===== src/rtl/clock_divider_multi.sv =====
`default_nettype none
// ============================================================================
// Module      : clock_divider_multi
// Description : NUM_CH programmable 50%-duty clock dividers sharing one input
//               clock. Each channel's half-period is reloadable through a
//               valid/ready port and takes effect at the channel's next wrap.
//               Optional tick output enabled by defining CLKDIV_TICK_EN.
// Revision    : 1.0 - initial release
// ============================================================================
module clock_divider_multi #(
  parameter  int CLK_IN_HZ  = 50_000_000,
  parameter  int DEFAULT_HZ = 1,
  parameter  int NUM_CH     = 4,
  parameter  int CNT_W      = 26,
  localparam int CH_W       = (NUM_CH > 1) ? $clog2(NUM_CH) : 1
) (
  input  logic              clk_in,
  input  logic              reset,
  input  logic [NUM_CH-1:0] ch_en,
  input  logic              cfg_valid,
  input  logic [CH_W-1:0]   cfg_ch,
  input  logic [CNT_W-1:0]  cfg_half,
  output logic              cfg_ready,
  output logic [NUM_CH-1:0] clk_out
`ifdef CLKDIV_TICK_EN
  ,
  output logic [NUM_CH-1:0] tick
`endif
);

  localparam logic [CNT_W-1:0] DEFAULT_HALF = CNT_W'(CLK_IN_HZ / (2 * DEFAULT_HZ));

  logic [NUM_CH-1:0] w_sel;
  logic [NUM_CH-1:0] w_pend;
  logic              w_accept;
  logic [CNT_W-1:0]  w_cfg_half;

  // Half-periods of 0 and 1 both mean "toggle every cycle".
  assign w_cfg_half = (cfg_half < CNT_W'(2)) ? CNT_W'(1) : cfg_half;

  // An out-of-range channel selects nothing, so it is always ready and dropped.
  assign cfg_ready = ~|(w_sel & w_pend);
  assign w_accept  = cfg_valid & cfg_ready;

  for (genvar i = 0; i < NUM_CH; i++) begin : g_ch
    logic [CNT_W-1:0] r_cnt;
    logic [CNT_W-1:0] r_half;
    logic [CNT_W-1:0] r_pend_half;
    logic             r_pend;
    logic             r_clk;
    logic             w_wrap;
    logic             w_load;

    assign w_sel[i] = (cfg_ch == CH_W'(i));
    assign w_wrap   = (r_cnt == r_half - CNT_W'(1));
    assign w_load   = w_accept & w_sel[i];

    always_ff @(posedge clk_in or negedge reset) begin
      if (!reset) begin
        r_cnt       <= '0;
        r_half      <= DEFAULT_HALF;
        r_pend_half <= DEFAULT_HALF;
        r_pend      <= 1'b0;
        r_clk       <= 1'b0;
      end else begin
        if (ch_en[i]) begin
          if (w_wrap) begin
            r_cnt <= '0;
            r_clk <= ~r_clk;
            if (r_pend) begin
              r_half <= r_pend_half;
              r_pend <= 1'b0;
            end
          end else begin
            r_cnt <= r_cnt + CNT_W'(1);
          end
        end else begin
          // Disabled: count is discarded and any pending reload lands at once.
          r_cnt <= '0;
          r_clk <= 1'b0;
          if (r_pend) begin
            r_half <= r_pend_half;
            r_pend <= 1'b0;
          end
        end
        // A load only happens while r_pend is clear, so it never races an apply.
        if (w_load) begin
          r_pend_half <= w_cfg_half;
          r_pend      <= 1'b1;
        end
      end
    end

    assign clk_out[i] = r_clk;
    assign w_pend[i]  = r_pend;

`ifdef CLKDIV_TICK_EN
    logic r_tick;

    // Marks the first cycle of each high phase.
    always_ff @(posedge clk_in or negedge reset) begin
      if (!reset) begin
        r_tick <= 1'b0;
      end else begin
        r_tick <= ch_en[i] & w_wrap & ~r_clk;
      end
    end

    assign tick[i] = r_tick;
`endif
  end

endmodule
`default_nettype wire


===== config.mk =====
export PLATFORM = sky130hd
export DESIGN_NAME = clock_divider_multi
export DESIGN_NICKNAME = d
export VERILOG_FILES = /design/src/rtl/clock_divider_multi.sv
export SDC_FILE = /design/constraint.sdc
export NUM_CORES = 1
export LEC_CHECK = 0
export CAP_MARGIN = 25
export CORE_MARGIN = 2
export CORE_UTILIZATION = 35
export DETAILED_ROUTE_END_ITERATION = 6
export PLACE_DENSITY = 0.49
export SKIP_CTS_REPAIR_TIMING = 1
export SLEW_MARGIN = 20
export SYNTH_ARGS = -nofsm -noshare
export SYNTH_HDL_FRONTEND = slang
export SYNTH_SLANG_ARGS = --single-unit

===== constraint.sdc =====
create_clock -name clk_in -period 7 [get_ports clk_in]
set_input_delay 1.05 -clock clk_in [delete_from_list [all_inputs] [get_ports clk_in]]
set_output_delay 1.05 -clock clk_in [all_outputs]
set_load 0.1 [all_outputs]

-- Word-level counts from Yosys, hierarchy flattened
Index checks and enable logic that the tools add are counted.
- add/sub/neg operators: 8
- reduce and logical (&&, ||, !) cells: 3
- equal/unequal tests: 15
- bitwise gates (word level): 10
- muxes and demuxes: 41
- $lt $le $gt $ge: 1
- operators with widths (operator ; number):
    $mux 26 ; 21
    $add 26x1->26 const B ; 4
    $eq 26x26->1 ; 4
    $sub 26x1->26 const B ; 4
    $lt 26x2->1 const B ; 1
    $mux 1 ; 20
    $ne 3x1->1 const B ; 4
    $ne 2x1->1 const B ; 4
    $and 1x1->1 ; 5
    $and 4x4->4 ; 1
    $eq 2x2->1 const B ; 2
    $not 1->1 ; 4
    $reduce_or 4->1 ; 1
    $eq 2x1->1 const B ; 1
    $logic_not 2->1 ; 1
    $logic_not 1->1 ; 1
- logic and storage cells: 98
- input port bits: 35
- bits in registers: 320
- output and inout bits: 5

-- Longest topological paths before layout
Gate-level depths: netlist (run 1).
- word-level depth: 7
- depth in mapped cells: 13
- depth with buffers taken out: 10

-- Worst setup path after synthesis (run 1)
OpenSTA, ideal clock, no wires.
- kind: reg2reg
- from: register g_ch[0].r_half[0]
- to: register g_ch[0].r_half[10]
- data required time: 6.875 ns
- library setup time: 0.125 ns
- period minus slack after synthesis: 3.742 ns
- data arrival time: 3.617 ns
- path slack: 3.258 ns
- buffers on the path: 1
- cell stages (with the launch flop): 12
- cells stage by stage: dfrtp_1 > inv_1 > ha_1 > nor4b_2 > nand2_1 > or4b_2 > a32o_1 > or4_4 > o31ai_4 > nand2_4 > buf_6 > mux2_4
- word-level cells in the longest chain between the ends: 3
- ends and longest elaborated chain (item ; line ; RTL):
    from (decl) ; 47 ; logic [CNT_W-1:0] r_half;
    from (signal assigned) ; 71 ; r_half <= r_pend_half;
    from (signal assigned) ; 82 ; r_half <= r_pend_half;
    $sub 26x1->26 ; 55 ; assign w_wrap = (r_cnt == r_half - CNT_W'(1));
    $eq 26x26->1 ; 55 ;
    $ne 2x1->1 (no source line) ; n/a ;
No other way between the ends.
A chain may end at the register's enable or synchronous reset.

-- Final worst setup path (run 1)
- from: input port cfg_ch[0]
- to: output port cfg_ready
- word-level cells in the longest chain between the ends: 4
- elaborated cells on any way between the ends: 7
- classes of those cells: eq/ne (3); bitwise (1); reduce/logical (3)
- ends and longest elaborated chain (item ; line ; RTL):
    from (decl) ; 21 ; input logic [CH_W-1:0] cfg_ch,
    $eq 2x1->1 (tied with other cells) ; 54 ; assign w_sel[i] = (cfg_ch == CH_W'(i));
    $and 4x4->4 * ; 42 ; assign cfg_ready = ~|(w_sel & w_pend);
    $reduce_or 4->1 * ; 42 ;
    $logic_not 1->1 * ; 42 ;
    to (decl) ; 23 ; output logic cfg_ready,
Every way passes the cells marked *; elsewhere a longest branch is shown, timed or not.

==> reports/metrics.csv, run 1 <==
stage,metric,value,unit
placed_design,IO buf count,39,
synth,"Seq/Total Area, Yosys",47.6,%
worst_setup_path,Worst Setup Start Kind,input port,
sta,worst slew pin tran,0.964,ns
clock_tree,H-tree depth,2,
grt,"Remaining Overflow, GRT",0,
sta,Fin. Hold Viols,0,
sta,Worst slew margin,35.5,%
grt,initial antenna violation count,0,
routing,Final ANT Viol Nets,0,
clock_tree,CTS Buf Count,37,
synth,Synth Warn #,0,
worst_setup_path,CP bufs+invs,3,
routing,first-pass detailed-route iteration total,5,
grt,first-pass GRT wire length,66100,µm
die,Die Wd,225,µm
sta,setup TNS,0,ns
die,FP Rows,80,
routing,Residual DRC,0,
clock_tree,clock-pin slew on the worst setup and hold paths,0.05,ns
clock_tree,Worst-Skew Late Latency,0.55,ns
sta,period utilisation layout,62.9,%
routing,drt first-iter violations,595,
grt,number of global-route vias before repair,11700,
finish,"leading cell type in the layout, fill and taps excluded",dfrtp_1,
routing,total routed wirelength,40100,µm
die,floorplan core area,47900,µm²
sta,clk_skew,0.0130,ns
pwr,VDD IR max,0.137,mV
synth,Gate Count Post-Synth,1549,
finish,NumNets Final,1624,
worst_setup_path,Setup Crit Path Kind,input port to output pin,
sta,Final Max Slew Viols,0,
placed_design,dpl ws,2.59,ns
clock_tree,CTS tree,done,
finish,"leading cell types in the layout, fill and taps excluded","dfrtp_1, mux2_2, nor2_1, xnor2_1, dfstp_2",
worst_setup_path,Worst Path Arrival,3.36,ns
worst_setup_path,Worst Path Max Fanout,5,
pwr,total chip power,6550,µW
finish,area grow syn2layout,13.3,%
sta,endpoints failing setup,0,
worst_setup_path,"Largest stage delay, worst path",1.12,ns
worst_setup_path,cell family with most CP delay,buffers and inverters,
die,I/O pin count,40,
clock_tree,Max clock buf depth,3,
sta,Peak Freq,227,MHz
finish,Post-Layout Cell Count,2222,
synth,Async SR Flop Fraction,100,%
synth,Synth Cell Area,17100,µm²
sta,WHS,0.487,ns
worst_setup_path,critical-path cell list,"clkdlybuf4s50_1, mux4_2, inv_1, clkdlybuf4s50_1",
finish,fraction of layout instances using a drive strength above 1,24.4,%
routing,drt wl/cell,18.1,µm
pwr,pwr dens,338,nW/µm²
worst_setup_path,most frequent CP cell,clkdlybuf4s50_1,
clock_tree,CTS Sinks,320,
sta,Final min period,4.41,ns
die,die area,50600,µm²
sta,post-route setup slack,2.59,ns
synth,"Primary FF master, synth",dfrtp_1,
grt,Total GRT Usage,16.5,%
synth,"EDFF count, synth",0,
synth,Synthesized Nets,1592,
finish,n_diodes,0,
synth,#FFs+latches synth,320,
placed_design,gpl congestion,0.844,
die,die height,225,µm
worst_setup_path,Crit path required time,5.95,ns
routing,vias after detailed routing,11600,
placed_design,DPL Wire Length,28200,µm
status,status,"complete, no violations",
clock_tree,Root Driver,clkbuf_16,
die,Initial Utilization,35.6,%
worst_hold_path,Hold Path Class,flop to flop,
synth,Netlist cell types,74,
worst_setup_path,Critical Path Sink Type,output pin,
synth,synthesized area per cell,11.0,µm²
placed_design,Placed Instances,2156,
routing,routed vias/inst,5.20,
sta,RSZ-0062 raised after global routing,no,
pwr,Pleak,0.00777,µW
grt,largest net degree at the start of global routing,135,
worst_setup_path,Slowest cell on crit path,clkdlybuf4s50_1,
flow_run,max-cap viol count,0,
[cell families after synthesis]
kind of cell | share of synthesized area, %
AO/OA/AOI/OAI | 5.30
XOR/XNOR | 11.0
adder cells (fa/ha/maj) | 0.586
buffers and inverters | 2.43
flip-flops | 47.6
multiplexers | 14.7
AND/OR/NAND/NOR | 18.4
[sequential cells by signal (all words and copies together), names as in the netlist]
signal / flops
g_ch.r_cnt: 104
g_ch.r_pend: 4
g_ch.r_pend_half: 104
g_ch.r_clk: 4
g_ch.r_half: 104
[layer usage]
layer | vias up | share of wire (%) | GRT usage, %
met3 | 69 | 2.6 | 2.27
met5 | - | 0 | 0
li1 | 5615 | - | -
met2 | 125 | 47 | 26.6
met4 | 0 | 2.4 | 5.28
met1 | 5751 | 48 | 23.0
[where the power goes]
part	internal (µW)	switching, µW	leakage [µW]
Clock	1150	780	0.000589
Combinational	860	766	0.00328
Sequential	2410	578	0.00390
[area by class of cell]
| class | count | area (µm²) |
|---|---|---|
| Clock buffer | 55 | 1090 |
| Clock inverter | 10 | 109 |
| Fill cell | 4574 | 28600 |
| Inverter | 33 | 124 |
| Multi-Input combinational cell | 1133 | 8580 |
| Sequential cell | 320 | 8130 |
| Tap cell | 615 | 769 |
| Timing Repair Buffer | 56 | 544 |
[cells in the mapped netlist, types with 23 or more instances]
master	instances	area, µm²
dfrtp_1	224	5610
mux2_2	183	2060
nor2_1	125	469
xnor2_1	124	1090
dfstp_2	96	2520
xor2_1	90	788
nand3_1	67	335
and2_1	57	357
nand2_1	55	206
clkbuf_1	46	173
nor3_1	41	205
nor4_1	37	231
inv_1	33	124
nand4_1	31	194
and3_1	24	150
o21ai_0	23	115
[worst paths after layout]
| check | from | to | slack [ns] | cells past startpoint |
|---|---|---|---|---|
| max | cfg_ch[0] | cfg_ready | 2.59 | 4 |
| min | g_ch[2].r_pend_half[23] | g_ch[2].r_half[23] | 0.49 | 1 |
| max reg2reg | g_ch[1].r_half[0] | g_ch[1].r_half[15] | 2.67 | 12 |
| min reg2reg | g_ch[2].r_pend_half[23] | g_ch[2].r_half[23] | 0.49 | 1 |
| max in group asynchronous | reset | g_ch[1].r_cnt[24] | 4.90 | 2 |
| min in group asynchronous | reset | g_ch[3].r_cnt[1] | 0.55 | 1 |
[through the flow]
stage | util, % | area (µm²)
2_1_floorplan | - | 17100
3_3_place_gp | 37.8 | 18100
3_5_place_dp | 37.8 | 18100
4_1_cts | 40.3 | 19300
5_1_grt | 40.4 | 19300
6_report | 40.4 | 19300
Note: power is estimated with default switching activity, not from simulation.
==> run 2: changes to the inputs <==
clock period = 4.18 ns   (was 7 ns; I/O delays follow)
==> reports/metrics.csv, run 2 (synthesis results as in run 1) <==
stage,metric,value,unit,change
status,status,"complete, no violations",,
sta,worst slew pin tran,0.969,ns,+0.00456 ns
sta,Final min period,3.77,ns,
grt,M1 GR Usage,23.1,%,+0.077 points
sta,Peak Freq,265,MHz,
worst_setup_path,Crit path required time,4.61,ns,-1.34 ns
grt,initial antenna violation count,0,,unchanged
worst_setup_path,Worst path depth,8,,+4
pwr,Pleak,0.00794,µW,+2.2%
grt,"Remaining Overflow, GRT",0,,unchanged
sta,Worst slew margin,35.2,%,-0.31 points
die,floorplan core area,47900,µm²,unchanged
worst_setup_path,CP bufs+invs,0,,-3
clock_tree,CTS Buf Count,38,,+2.7%
pwr,pwr dens,578,nW/µm²,+71%
routing,Residual DRC,0,,unchanged
finish,area grow syn2layout,15.0,%,
sta,period utilisation layout,90.2,%,
sta,post-route setup slack,0.409,ns,-2.19 ns
die,Die Wd,225,µm,unchanged
grt,Total GRT Usage,16.5,%,about the same
placed_design,IO buf count,39,,unchanged
worst_setup_path,Worst Path Arrival,4.20,ns,+0.84 ns
worst_setup_path,most frequent CP cell,or4_1,,
finish,NumNets Final,1641,,+1.0%
die,I/O pin count,40,,unchanged
worst_setup_path,Setup Crit Path Kind,flop to flop,,
flow_run,max-cap viol count,0,,unchanged
placed_design,DPL Wire Length,28400,µm,+0.59%
clock_tree,Worst-Skew Late Latency,0.55,ns,about the same
routing,drt first-iter violations,741,,+25%
placed_design,gpl congestion,0.820,,-2.9%
clock_tree,CTS Sinks,320,,unchanged
worst_setup_path,critical-path cell list,"or4_1, or4_1, a211o_1, a32o_1, or4_4, o31ai_4, nand2_4, mux2_4",,
worst_setup_path,R2R cell count,8,,-4
grt,first-pass GRT wire length,65900,µm,-0.33%
sta,endpoints failing setup,0,,unchanged
worst_setup_path,Critical Path Sink Type,flop,,
routing,routed vias/inst,5.20,,about the same
clock_tree,Root Driver,clkbuf_16,,
sta,clk_skew,0.0133,ns,+0.000211 ns
worst_setup_path,Worst Setup Start Kind,flop,,
clock_tree,Max clock buf depth,3,,unchanged
finish,n_diodes,0,,unchanged
worst_setup_path,Slowest cell on crit path,or4_1,,
worst_setup_path,Reg-to-Reg Start,g_ch[0].r_half[17],,
grt,largest net degree at the start of global routing,92,,-32%
worst_setup_path,Worst Path Max Fanout,26,,+21
sta,setup TNS,0,ns,unchanged
routing,drt wl/cell,18.0,µm,-0.35%
grt,met3 Resource Use GR,2.31,%,+0.039 points
worst_setup_path,Reg2Reg Setup Slack,0.41,ns,-2.26 ns
clock_tree,clock-pin slew on the worst setup and hold paths,0.06,ns,about the same
sta,Fin. Hold Viols,0,,unchanged
worst_setup_path,cell family with most CP delay,simple AND/OR/NAND/NOR gates,,
routing,vias after detailed routing,11700,,+0.93%
grt,number of global-route vias before repair,11700,,unchanged
sta,Final Max Slew Viols,0,,unchanged
die,FP Rows,80,,unchanged
pwr,VDD IR max,0.269,mV,+96%
worst_setup_path,"Largest stage delay, worst path",0.63,ns,-0.49 ns
grt,met2 usage,25.6,%,-0.94 points
sta,RSZ-0062 raised after global routing,no,,
routing,total routed wirelength,40400,µm,+0.59%
placed_design,dpl ws,0.324,ns,-2.26 ns
die,die height,225,µm,unchanged
worst_hold_path,Hold Path Class,input port to asynchronous set/reset pin,,
grt,grt peak-use layer,met2,,
clock_tree,H-tree depth,2,,unchanged
routing,Final ANT Viol Nets,0,,unchanged
die,Initial Utilization,35.6,%,unchanged
worst_setup_path,CP startpoint,g_ch[0].r_half[17],,
clock_tree,CTS tree,done,,
finish,"leading cell type in the layout, fill and taps excluded",dfrtp_1,,
die,die area,50600,µm²,unchanged
finish,Top Registers,"g_ch.r_cnt x104, g_ch.r_half x104, g_ch.r_pend_half x104",,
routing,first-pass detailed-route iteration total,4,,-1
finish,"leading cell types in the layout, fill and taps excluded","dfrtp_1, mux2_2, nor2_1, xnor2_1, dfstp_2",,
finish,fraction of layout instances using a drive strength above 1,25.6,%,+1.2 points
## run 2: cell types whose count changed in the layout (fill, tap and decap cells not counted), sizes merged
cell,delta
buf,+18
bufinv,+2
clkinvlp,-2
inv,+1
clkdlybuf4s50,-1
clkbuf,+3
## run 2: final cells by class
cell class | count | area [µm²]
fillers | 4511 | 28300
multi-input cells | 1133 | 8580
flip-flops and latches | 320 | 8130
clock buffers | 59 | 1190
well taps | 615 | 769
repair buffers | 72 | 678
clock inverters | 11 | 169
inverters | 33 | 124
## run 2: where the power goes
group / leakage (µW) / switching, µW / internal [µW]
combinational: 0.00337 / 1290 / 1470
sequential: 0.00390 / 981 / 4040
clock: 0.000673 / 1350 / 2220
total: 0.00794 / 3620 / 7730
## run 2: metrics by stage
| step | util (%) | power [µW] | instance area (µm²) | cells | hold WS (ns) |
|---|---|---|---|---|---|
| floorplan | - | 6900 | 17100 | 1549 | 0.331 |
| global placement | 38.1 | 7770 | 18300 | 2173 | 0.466 |
| detailed placement | 38.1 | 7810 | 18300 | 2173 | 0.468 |
| CTS | 40.9 | 11500 | 19600 | 2243 | 0.0922 |
| global route | 41.0 | 12000 | 19600 | 2243 | 0.121 |
| finish | 41.0 | 11300 | 19600 | 2243 | 0.0750 |
## run 2: final timing paths
| path | end |
|---|---|
| max | g_ch[0].r_half[23] |
| min | g_ch[3].r_cnt[0] |
| max reg2reg | g_ch[0].r_half[23] |
| min reg2reg | g_ch[2].r_half[10] |
| max in group asynchronous | g_ch[1].r_pend_half[22] |
| min in group clk_in | g_ch[2].r_half[10] |
## run 2: routing by layer
metal | vias up | share of wire [%]
li1 | 5655 | -
met4 | 0 | 3.6
met1 | 5756 | 49
met2 | 179 | 45
met3 | 78 | 3.0
met5 | - | 0
==> run 3: changes to the inputs <==
CAP_MARGIN = 30   (was 25)
PLACE_DENSITY = 0.6   (was 0.49)
==> reports/metrics.csv, run 3 (synthesis results as in run 1) <==
stage,metric,value,unit,change
status,status,"complete, no violations",,
routing,routed vias/inst,5.23,,+0.61%
finish,Top Registers,"g_ch.r_cnt x104, g_ch.r_half x104, g_ch.r_pend_half x104",,
sta,Final Max Slew Viols,0,,unchanged
worst_setup_path,Reg2Reg Setup Slack,0.38,ns,-0.02 ns
sta,Final min period,3.80,ns,+0.0249 ns
grt,first-pass GRT wire length,64500,µm,-2.1%
placed_design,DPL Wire Length,27600,µm,-2.8%
die,die area,50600,µm²,unchanged
clock_tree,Worst-Skew Late Latency,0.55,ns,about the same
sta,period utilisation layout,90.8,%,+0.60 points
worst_setup_path,Worst Path Max Fanout,26,,unchanged
clock_tree,CTS tree,done,,
clock_tree,CTS Sinks,320,,unchanged
worst_setup_path,Setup Crit Path Kind,flop to flop,,
clock_tree,Max clock buf depth,3,,unchanged
finish,fraction of layout instances using a drive strength above 1,25.1,%,-0.41 points
grt,grt peak-use layer,met2,,
finish,"leading cell type in the layout, fill and taps excluded",dfrtp_1,,
worst_hold_path,Hold Path Class,input port to asynchronous set/reset pin,,
placed_design,dpl cell area,18300,µm²,about the same
sta,Fin. Hold Viols,0,,unchanged
sta,Worst slew margin,34.2,%,-1.1 points
routing,Final ANT Viol Nets,0,,unchanged
worst_setup_path,Worst Setup Start Kind,flop,,
sta,clk_skew,0.0117,ns,-0.00155 ns
pwr,Switching Share,32.6,%,+0.68 points
die,FP Rows,80,,unchanged
grt,M1 GR Usage,21.5,%,-1.6 points
routing,first-pass detailed-route iteration total,6,,+2
routing,drt first-iter violations,724,,-2.3%
pwr,Sw Pwr,3560,µW,-1.6%
grt,met2 usage,25.9,%,+0.31 points
clock_tree,Root Driver,clkbuf_16,,
finish,"leading cell types in the layout, fill and taps excluded","dfrtp_1, mux2_2, nor2_1, xnor2_1, dfstp_2",,
grt,met3 Resource Use GR,2.26,%,-0.052 points
pwr,clock share of power,28.8,%,-2.6 points
clock_tree,H-tree depth,2,,unchanged
pwr,Pleak,0.00784,µW,-1.2%
placed_design,gpl congestion,0.857,,+4.5%
die,Die Wd,225,µm,unchanged
finish,design area,19400,µm²,-0.98%
pwr,Power Internal,7370,µW,-4.7%
sta,setup TNS,0,ns,unchanged
die,die height,225,µm,unchanged
grt,Total GRT Usage,16.0,%,-0.53 points
pwr,pwr dens,562,nW/µm²,-2.7%
clock_tree,CTS Buf Count,35,,-7.9%
grt,number of global-route vias before repair,11800,,+1.2%
clock_tree,clock-pin slew on the worst setup and hold paths,0.06,ns,about the same
die,Initial Utilization,35.6,%,unchanged
grt,"Remaining Overflow, GRT",0,,unchanged
flow_run,max-cap viol count,0,,unchanged
finish,NumNets Final,1636,,-0.30%
die,I/O pin count,40,,unchanged
grt,initial antenna violation count,0,,unchanged
sta,Peak Freq,263,MHz,-0.66%
worst_setup_path,Critical Path Sink Type,flop,,
sta,endpoints failing setup,0,,unchanged
routing,total routed wirelength,39400,µm,-2.5%
pwr,VDD IR max,0.218,mV,-19%
sta,worst slew pin tran,0.985,ns,+0.0158 ns
finish,area grow syn2layout,13.9,%,
routing,vias after detailed routing,11700,,+0.25%
worst_setup_path,Crit path required time,4.60,ns,about the same
sta,RSZ-0062 raised after global routing,no,,
pwr,sequential power share,45.8,%,+1.5 points
grt,largest net degree at the start of global routing,105,,+14%
routing,drt wl/cell,17.6,µm,-2.1%
die,floorplan core area,47900,µm²,unchanged
placed_design,IO buf count,39,,unchanged
pwr,Gate power share,25.4,%,+1.1 points
routing,Residual DRC,0,,unchanged
sta,WHS,0.130,ns,+0.0554 ns
worst_setup_path,Worst Path Arrival,4.22,ns,+0.02 ns
run 3: cell types whose count changed in the layout (fill, tap and decap cells not counted), sizes merged:
cell / change
inv: -1
buf: -2
diode: +1
bufinv: -3
clkinv: +5
clkinvlp: +1
clkbuf: -9
run 3: final timing paths:
kind                                               from                  to  cells past startpoint
worst max-delay path                  g_ch[0].r_half[0]  g_ch[0].r_half[15]                     10
worst min-delay path                              reset   g_ch[1].r_cnt[25]                      1
worst max register to register        g_ch[0].r_half[0]  g_ch[0].r_half[15]                     10
worst min register to register  g_ch[2].r_pend_half[23]  g_ch[2].r_half[23]                      1
max in group asynchronous                         reset  g_ch[3].r_half[12]                      2
min in group clk_in             g_ch[2].r_pend_half[23]  g_ch[2].r_half[23]                      1
run 3: per-stage QoR:
stage	instances	util, %	setup slack (ns)	total power (µW)
after floorplan	1549	-	0.438	6900
after global placement	2171	38.1	0.320	7720
after detailed placement	2171	38.1	0.313	7800
after global routing	2234	40.6	0.226	11600
final	2235	40.6	0.384	10900
after CTS	2234	40.5	0.254	11000
run 3: metal layers:
| metal | vias up | share of wire [%] |
|---|---|---|
| li1 | 5629 | - |
| met1 | 5831 | 47 |
| met2 | 162 | 47 |
| met3 | 75 | 2.8 |
| met4 | 0 | 3.5 |
| met5 | - | 0 |
run 3: final cells by class:
cell class,instances,area [µm²]
clock buffers,50,1070
inverters,33,124
fillers,4494,28500
repair buffers,70,676
flip-flops and latches,320,8130
multi-input cells,1133,8580
clock inverters,13,100
diodes,1,2.50
well taps,615,769
run 3: power by group through the flow:
stage	Combinational (µW)	Clock, µW	Sequential, µW
2_1_floorplan	2320	0	4580
6_report	2780	3140	5000
4_1_cts	2790	3230	4990
3_5_place_dp	2770	0	5030
3_3_place_gp	2710	0	5000
5_1_grt	3070	3360	5140
run 3: worst max-delay path: stages (launching register included):
cell	delay, ns
dfrtp_1	0.44
inv_1	0.08
ha_1	0.22
nor4b_2	0.35
nand2_1	0.11
or4b_2	0.69
a32o_1	0.28
or4_4	0.53
o31ai_4	0.27
nand2_4	0.32
mux2_4	0.39
